## src/rtl/rs_mult_pkg.sv

```systemverilog
// Shared types and constants for the serial right-shift multiplier sequencer.
package rs_mult_pkg;

  typedef enum logic [1:0] {
    ST_IDLE  = 2'd0,
    ST_SHIFT = 2'd1,
    ST_DONE  = 2'd2
  } rs_state_e;

  localparam int RS_N_DEFAULT = 6;
  localparam int RS_PERF_W    = 16;

  // Counter width able to hold the values 0..n.
  function automatic int rs_cw(input int n);
    return $clog2(n + 1);
  endfunction

endpackage

```

## src/rtl/rs_mult_dp.sv

```systemverilog
// One-bit shift-add datapath step: P <= (P + (x ? y<<N : 0)) >> 1, summed at 2N+1 bits.
module rs_mult_dp
  import rs_mult_pkg::*;
#(
  parameter int N = RS_N_DEFAULT
) (
  input  logic           clk,
  input  logic           rst,
  input  logic           clr,
  input  logic           step,
  input  logic           x_bit,
  input  logic [N-1:0]   y_in,
  output logic [2*N-1:0] p_next
);

  logic [N-1:0]   y_r;
  logic [2*N-1:0] p_r;
  logic [2*N:0]   addend_s;
  logic [2*N:0]   sum_s;

  // Multiplicand aligned to the upper half; the extra top bit keeps the carry.
  always_comb begin
    addend_s = {(2*N+1){1'b0}};
    if (x_bit) begin
      addend_s = {1'b0, y_r, {N{1'b0}}};
    end else begin
      addend_s = {(2*N+1){1'b0}};
    end
    sum_s  = {1'b0, p_r} + addend_s;
    p_next = sum_s[2*N:1];
  end

  // Partial-product and multiplicand registers.
  always_ff @(posedge clk) begin
    if (rst) begin
      y_r <= {N{1'b0}};
      p_r <= {(2*N){1'b0}};
    end else if (clr) begin
      y_r <= y_in;
      p_r <= {(2*N){1'b0}};
    end else if (step) begin
      p_r <= p_next;
    end
  end

endmodule

```

## src/rtl/rs_mult_seq.sv

```systemverilog
// Sequencer for the serial shift-add multiplier: handshake, FSM, x shift register.
// Optional feature macro RS_MULT_PERF_CNT_EN adds a 16-bit completed-product counter.
module rs_mult_seq
  import rs_mult_pkg::*;
#(
  parameter int N  = RS_N_DEFAULT,
  parameter int CW = rs_cw(N)
) (
  input  logic           clk,
  input  logic           rst,
  input  logic           in_valid,
  output logic           in_ready,
  input  logic [N-1:0]   in_x,
  input  logic [N-1:0]   in_y,
  output logic           out_valid,
  input  logic           out_ready,
  output logic [2*N-1:0] out_p,
  output logic           busy,
  output logic [CW-1:0]  count_out
`ifdef RS_MULT_PERF_CNT_EN
  ,
  output logic [RS_PERF_W-1:0] perf_cnt
`else
`endif
);

  localparam logic [1:0] IDLE  = ST_IDLE;
  localparam logic [1:0] SHIFT = ST_SHIFT;
  localparam logic [1:0] DONE  = ST_DONE;

  logic [1:0]     state_r;
  logic [CW-1:0]  count_r;
  logic [N-1:0]   xreg_r;
  logic [2*N-1:0] out_p_r;
  logic           in_ready_r;
  logic           out_valid_r;
  logic           busy_r;
  logic           accept_s;
  logic           step_s;
  logic           last_s;
  logic           handshake_s;
  logic [2*N-1:0] p_next_s;

  // Control decodes from registered state.
  always_comb begin
    accept_s    = in_valid && in_ready_r;
    step_s      = (state_r == SHIFT);
    last_s      = step_s && (count_r == CW'(N - 1));
    handshake_s = out_valid_r && out_ready;
  end

  rs_mult_dp #(.N(N)) u_dp (
    .clk    (clk),
    .rst    (rst),
    .clr    (accept_s),
    .step   (step_s),
    .x_bit  (xreg_r[0]),
    .y_in   (in_y),
    .p_next (p_next_s)
  );

  // FSM, shift counter, multiplier shift register and registered outputs.
  always_ff @(posedge clk) begin
    if (rst) begin
      state_r     <= IDLE;
      count_r     <= {CW{1'b0}};
      xreg_r      <= {N{1'b0}};
      out_p_r     <= {(2*N){1'b0}};
      in_ready_r  <= 1'b1;
      out_valid_r <= 1'b0;
      busy_r      <= 1'b0;
    end else begin
      case (state_r)
        IDLE: begin
          if (accept_s) begin
            state_r    <= SHIFT;
            xreg_r     <= in_x;
            count_r    <= {CW{1'b0}};
            in_ready_r <= 1'b0;
            busy_r     <= 1'b1;
          end
        end
        SHIFT: begin
          xreg_r  <= xreg_r >> 1;
          count_r <= count_r + CW'(1);
          // Final step: capture the completed product straight from the adder.
          if (last_s) begin
            state_r     <= DONE;
            busy_r      <= 1'b0;
            out_valid_r <= 1'b1;
            out_p_r     <= p_next_s;
          end
        end
        DONE: begin
          if (handshake_s) begin
            state_r     <= IDLE;
            out_valid_r <= 1'b0;
            count_r     <= {CW{1'b0}};
            in_ready_r  <= 1'b1;
          end
        end
        default: begin
          state_r     <= IDLE;
          count_r     <= {CW{1'b0}};
          in_ready_r  <= 1'b1;
          out_valid_r <= 1'b0;
          busy_r      <= 1'b0;
        end
      endcase
    end
  end

  assign in_ready  = in_ready_r;
  assign out_valid = out_valid_r;
  assign out_p     = out_p_r;
  assign busy      = busy_r;
  assign count_out = count_r;

`ifdef RS_MULT_PERF_CNT_EN
  logic [RS_PERF_W-1:0] perf_r;

  // Completed-product counter; wraps naturally at the top of its range.
  always_ff @(posedge clk) begin
    if (rst) begin
      perf_r <= {RS_PERF_W{1'b0}};
    end else if (handshake_s) begin
      perf_r <= perf_r + RS_PERF_W'(1);
    end
  end

  assign perf_cnt = perf_r;
`else
  // No completed-product counter in this build.
`endif

endmodule
```

## config.mk

```make
export PLATFORM = sky130hd
export DESIGN_NAME = rs_mult_seq
export DESIGN_NICKNAME = d
export VERILOG_FILES = /design/src/rtl/rs_mult_pkg.sv /design/src/rtl/rs_mult_dp.sv /design/src/rtl/rs_mult_seq.sv
export SDC_FILE = /design/constraint.sdc
export NUM_CORES = 1
export LEC_CHECK = 0
export CORE_MARGIN = 8
export CORE_UTILIZATION = 39
export DETAILED_ROUTE_END_ITERATION = 8
export HOLD_SLACK_MARGIN = 0.1
export PLACE_DENSITY_LB_ADDON = 0.25
export REMOVE_ABC_BUFFERS = 1
export SYNTH_ARGS = -nofsm -noshare
export SYNTH_HDL_FRONTEND = slang
export SYNTH_HIERARCHICAL = 1
export SYNTH_SLANG_ARGS = --single-unit
```

## constraint.sdc

```tcl
create_clock -name clk -period 2.2 [get_ports clk]
set_input_delay 0.44 -clock clk [delete_from_list [all_inputs] [get_ports clk]]
set_output_delay 0.44 -clock clk [all_outputs]
set_load 0.05 [all_outputs]
```

Word level (Yosys, flattened, before mapping)
Index checks and enable logic that the tools add are counted.
{"block": "totals", "output_inout_bits": 18, "regBits": 44, "in_bits": 16, "wordCells": 52}
{"block": "op_classes", "n_eq_ne": 6, "reduce_logical": 13, "mux": 19, "bitwise": 3, "add_sub_neg": 2}
{"cell": "adder 12 x 12 -> 13 bit", "n": 1}
{"cell": "two-way mux 12 bit", "n": 1}
{"cell": "case mux 6 bit (2 select lines)", "n": 1}
{"cell": "AND reduction 3 bit", "n": 4}
{"cell": "case mux 1 bit (3 select lines)", "n": 3}
{"cell": "case mux 3 bit (3 select lines)", "n": 1}
{"cell": "two-way mux 1 bit", "n": 6}
{"cell": "two-way mux 2 bit", "n": 3}
{"cell": "two-way mux 3 bit", "n": 2}
{"cell": "two-way mux 6 bit", "n": 1}
{"cell": "case mux 2 bit (3 select lines)", "n": 1}
{"cell": "AND reduction 2 bit", "n": 3}
{"cell": "!= test 2 bit (second input constant)", "n": 2}
{"cell": "adder 3 x 1 -> 3 bit (second input constant)", "n": 1}
{"cell": "== test 3 bit (second input constant)", "n": 1}
{"cell": "logical AND 1 bit", "n": 3}
{"cell": "NOT 1 bit", "n": 3}
{"cell": "== test 2 x 1 -> 1 bit (second input constant)", "n": 1}
{"cell": "== test 2 bit (second input constant)", "n": 1}
{"cell": "zero test 2 bit", "n": 1}
{"cell": "!= test 2 x 1 -> 1 bit (second input constant)", "n": 1}
{"cell": "nonzero test 2 bit", "n": 1}
{"cell": "OR reduction 2 bit", "n": 1}

Depth between registers and ports, before layout
{"block": "logic_depth", "ltp_word": 4, "mapped_depth": 10}

Hierarchy
Netlist, hierarchy kept.
{"module": "rs_mult_seq", "n_inst": 1, "area_each_um2": 1149.9, "seq_area_each_um2": 520.5, "cells_each": 130}
{"module": "rs_mult_dp", "n_inst": 1, "area_each_um2": 935.9, "seq_area_each_um2": 340.3, "cells_each": 102}

Least setup slack after synthesis
No wires, ideal clock.
{"block": "synth_path", "kind": "register to register", "from": "register xreg_r[0]", "to": "register out_p_r[11], in the netlist out_p[11]", "path_stages_with_launch": 11, "t_required_ns": 2.078, "setup_slack_ns": 0.417, "t_arrival_ns": 1.661, "synth_period_minus_slack_ns": 1.783, "setup_time_ns": 0.122, "cell_sequence": "dfxtp_1 -> and2_1 -> ha_1 -> inv_1 -> fa_1 -> nor2b_4 -> o31a_2 -> o21ai_0 -> nand2_1 -> nand2_1 -> a21oi_2"}
{"block": "synth_via", "elab_chain_cells": 2}
{"item": "start: declaration", "line_no": "rs_mult_seq.sv:33", "text": "logic [N-1:0] xreg_r;"}
{"item": "start signal: assignment", "line_no": "rs_mult_seq.sv:67", "text": "xreg_r <= {N{1'b0}};"}
{"item": "start signal: assignment", "line_no": "rs_mult_seq.sv:77", "text": "xreg_r <= in_x;"}
{"item": "start signal: assignment", "line_no": "rs_mult_seq.sv:84", "text": "xreg_r <= xreg_r >> 1;"}
{"item": "two-way mux 12 bit", "line_no": "rs_mult_dp.sv:24", "text": "if (x_bit) begin"}
{"item": "adder 12 x 12 -> 13 bit", "line_no": "rs_mult_dp.sv:29", "text": "sum_s = {1'b0, p_r} + addend_s;"}
{"item": "named net p_next_s[11]", "line_no": "rs_mult_seq.sv:42", "text": "logic [2*N-1:0] p_next_s;"}
{"item": "end signal: assignment", "line_no": "rs_mult_seq.sv:68", "text": "out_p_r <= {(2*N){1'b0}};"}
{"item": "end signal: assignment", "line_no": "rs_mult_seq.sv:91", "text": "out_p_r <= p_next_s;"}
{"item": "end: declaration", "line_no": "rs_mult_seq.sv:34", "text": "logic [2*N-1:0] out_p_r;"}
The timed path passes the listed nets, and every way through them passes these cells.
A chain may end at the register's enable or synchronous reset.

Final worst setup path
{"block": "layout_path", "from": "register count_r[2], in the netlist count_out[2]", "to": "output count_out[2]"}
{"item": "start: declaration", "line_no": "rs_mult_seq.sv:32", "text": "logic [CW-1:0] count_r;"}
{"item": "start signal: assignment", "line_no": "rs_mult_seq.sv:66", "text": "count_r <= {CW{1'b0}};"}
{"item": "start signal: assignment", "line_no": "rs_mult_seq.sv:78", "text": "count_r <= {CW{1'b0}};"}
{"item": "start signal: assignment", "line_no": "rs_mult_seq.sv:85", "text": "count_r <= count_r + CW'(1);"}
{"item": "end: declaration", "line_no": "rs_mult_seq.sv:19", "text": "output logic [CW-1:0] count_out"}
No word-level cell between the ends.

==> results.cfg <==
[setup_path]
path_max_fanout = 7
cp_cell_sequence = clkdlybuf4s50_1
worst_setup_path_end_kind = output port
path_class = flop to output port
worst-path-buf-inv = 1
crit_path_max_incr_delay_ns = 0.84
crit_arrival_ns = 1.57
cp-start-kind = flop
critPathSlowestCell = clkdlybuf4s50_1
critical_path.top_delay_family = buffers and inverters
worst-endpoint-required_ns = 1.76

[timing]
whs_ns = 0.456
fin_tns_setup_ns = 0
fin_skew_ns = 0.00304
rsz0062_at_grt = false
layout_worst_path_cycle_share_pct = 91.4
fmax_mhz = 497
slew_headroom_pct = 62.3
period_minus_slack_ns = 2.01
drv_slew = 0
setup_viol = 0
tightest_slew_ns = 0.564
hold_violations = 0

[yosys]
synthTopCellsByArea = dfxtp_1 (41%), nand2_1 (7.0%), mux2i_1 (5.8%)
netlist_instances = 232
syn_area_um2 = 2090
synth-edff-count = 0
syn_area_per_cell_um2 = 8.99
yosys_warnings = 6
synth_ff_type = dfxtp_1
yosysTopAreaCell = dfxtp_1
ys_seq_area_share_pct = 41.3
async_reset_ff_share_pct = 0
synth_cell_types = 47
synth_top_area_share_pct = 41.3
synth_seq_cells = 43

[floorplan]
die_height_um = 89.1
initial_core_util_pct = 40.6
io_pins = 34
dieArea_um2 = 7940
row_count = 26
die_w_um = 89.1
core-area_um2 = 5140

[detailed_routing]
ant_nets = 0
drc = 0
vias = 1605
wire_per_inst_um = 12.8
dr.pass1.iters = 4
totalWireLength_um = 4240
viasPerCell = 4.85
drtIter0Drc = 61

[placement]
io_buffers = 33
gp_congestion = 0.720
hpwl_um = 3180

[finish]
area_delta_synth_final_pct = 21.8
diodes = 0
num-nets-final = 285
drive_gt1_share_pct = 14.6

[grt]
grt_max_degree = 25
grt_pass1_vias = 1533
antenna_found_initial = 0
grt_pass1_wl_um = 7380
overflow = 0
grt_use_total_pct = 11.8

[min_path]
hp-class = flop to flop

[cts]
cts_buffers = 5
ctsResizeCount = 0
postCtsSetupBuffers = 0
cts_sinks = 43
cts_hold_buf = 0
clkTransAtPathRegs_ns = 0.08
cts_tree = done
h-tree-depth = 2
root_buffer = clkbuf_8
clk_latency_ns = 0.29
cts_max_path_buffers = 2

[power]
ir_worst_vdd_mv = 0.434
power.leakage_nw = 0.955
internal_power_mw = 1.27
p_sw_share_pct = 24.0
p_comb_share_pct = 12.6
seqPwrFrac_pct = 49.5
power.switching_mw = 0.400
p_clk_share_pct = 37.9
powerDensity_nw_per_um2 = 658

[status]
status = finished, final reports clean

[run]
maxCapViolCount = 0
[power by group through the flow]
stage	Combinational (mW)	Sequential [mW]	Clock, mW
6_report	0.210	0.828	0.633
2_1_floorplan	0.109	0.859	0
4_1_cts	0.212	0.828	0.646
3_3_place_gp	0.210	0.846	0
5_1_grt	0.230	0.833	0.688
3_5_place_dp	0.211	0.847	0
[cells by family (layout without fill, tap and decap cells)]
group / after synthesis / in the layout / share of synthesized area, %
flip-flops: 43 / 43 / 41.3
AO/OA/AOI/OAI: 53 / 53 / 19.3
buffers and inverters: 29 / 58 / 8.22
multiplexers: 12 / 12 / 5.76
adder cells (fa/ha/maj): 9 / 9 / 5.76
XOR/XNOR: 3 / 3 / 1.26
AND/OR/NAND/NOR: 83 / 83 / 18.5
[through the flow]
| stage | instances | power [mW] | util [%] | setup WS, ns | cell area (um^2) |
|---|---|---|---|---|---|
| final | 331 | 1.67 | 49.4 | 0.190 | 2540 |
| after global routing | 331 | 1.75 | 49.4 | 0.0609 | 2540 |
| after CTS | 331 | 1.69 | 49.4 | 0.187 | 2540 |
| after detailed placement | 323 | 1.06 | 47.2 | 0.270 | 2420 |
| after global placement | 323 | 1.06 | 47.2 | 0.308 | 2420 |
| after floorplan | 214 | 0.969 | - | 0.418 | 1960 |
[area by class of cell]
type / count / area [um^2]
timing repair buffer: 39 / 375
inverter: 11 / 46.3
clock inverter: 2 / 35.0
sequential: 43 / 861
tap: 70 / 87.6
fill: 531 / 2600
clock buffer: 6 / 82.6
multi-input combinational: 160 / 1050
[per-layer routing]
layer,vias up,routed length [um],share of wire [%],global-route usage (%)
li1,838,-,-,-
met1,738,2090,49,15.3
met2,23,1950,46,18.8
met3,6,168,4.0,2.94
met4,0,33,0.78,3.63
met5,-,0,0,0
[worst paths after layout]
| kind | cells after the start | from | end | slack, ns |
|---|---|---|---|---|
| worst max-delay path | 1 | count_out[2]$_SDFFE_PP0P_ | count_out[2] | 0.19 |
| worst min-delay path | 2 | out_p[2]$_SDFFE_PP0P_ | out_p[2]$_SDFFE_PP0P_ | 0.46 |
| worst max register to register | 10 | xreg_r[0]$_SDFFE_PP0P_ | out_p[11]$_SDFFE_PP0P_ | 0.26 |
| worst min register to register | 2 | out_p[2]$_SDFFE_PP0P_ | out_p[2]$_SDFFE_PP0P_ | 0.46 |
[worst min-delay path, delay by kind of cell, from the launching register on]
family,cells,cell delay [ns]
AOI/OAI and AO/OA,1,0.05
DFF,1,0.31
and+or+nand+nor,1,0.05
[cells in the mapped netlist (all sizes together), types with 5 or more instances]
cell type / instances
a21oi: 21
a311oi: 5
and2: 5
buf: 16
dfxtp: 43
ha: 8
inv: 10
mux2i: 12
nand2: 41
nor2: 21
o21ai: 6
o21ba: 5
[registers in the layout, summed over array words and instances (netlist names)]
signal	count
out_p	12
u_dp/p_r	11
u_dp/y_r	6
xreg_r	6
count_out	3
state_r	2
busy	1
in_ready	1
out_valid	1
[placed cells by master (no fill, tap or decap), drive strengths merged, types with 2 or more instances in the layout]
master,n
nand2b,2
mux2i,12
inv,10
a311oi,5
nor2,21
nand3b,2
and2,5
o31ai,3
nand4b,2
a211oi,3
o21ai,6
o21ba,5
buf,6
o21a,3
clkdlybuf4s50,33
ha,8
dfxtp,43
clkbuf,6
nand3,2
xnor2,2
a21oi,21
or3,2
clkinv,2
nand2,41
Note: power is estimated with default switching activity, not from simulation.
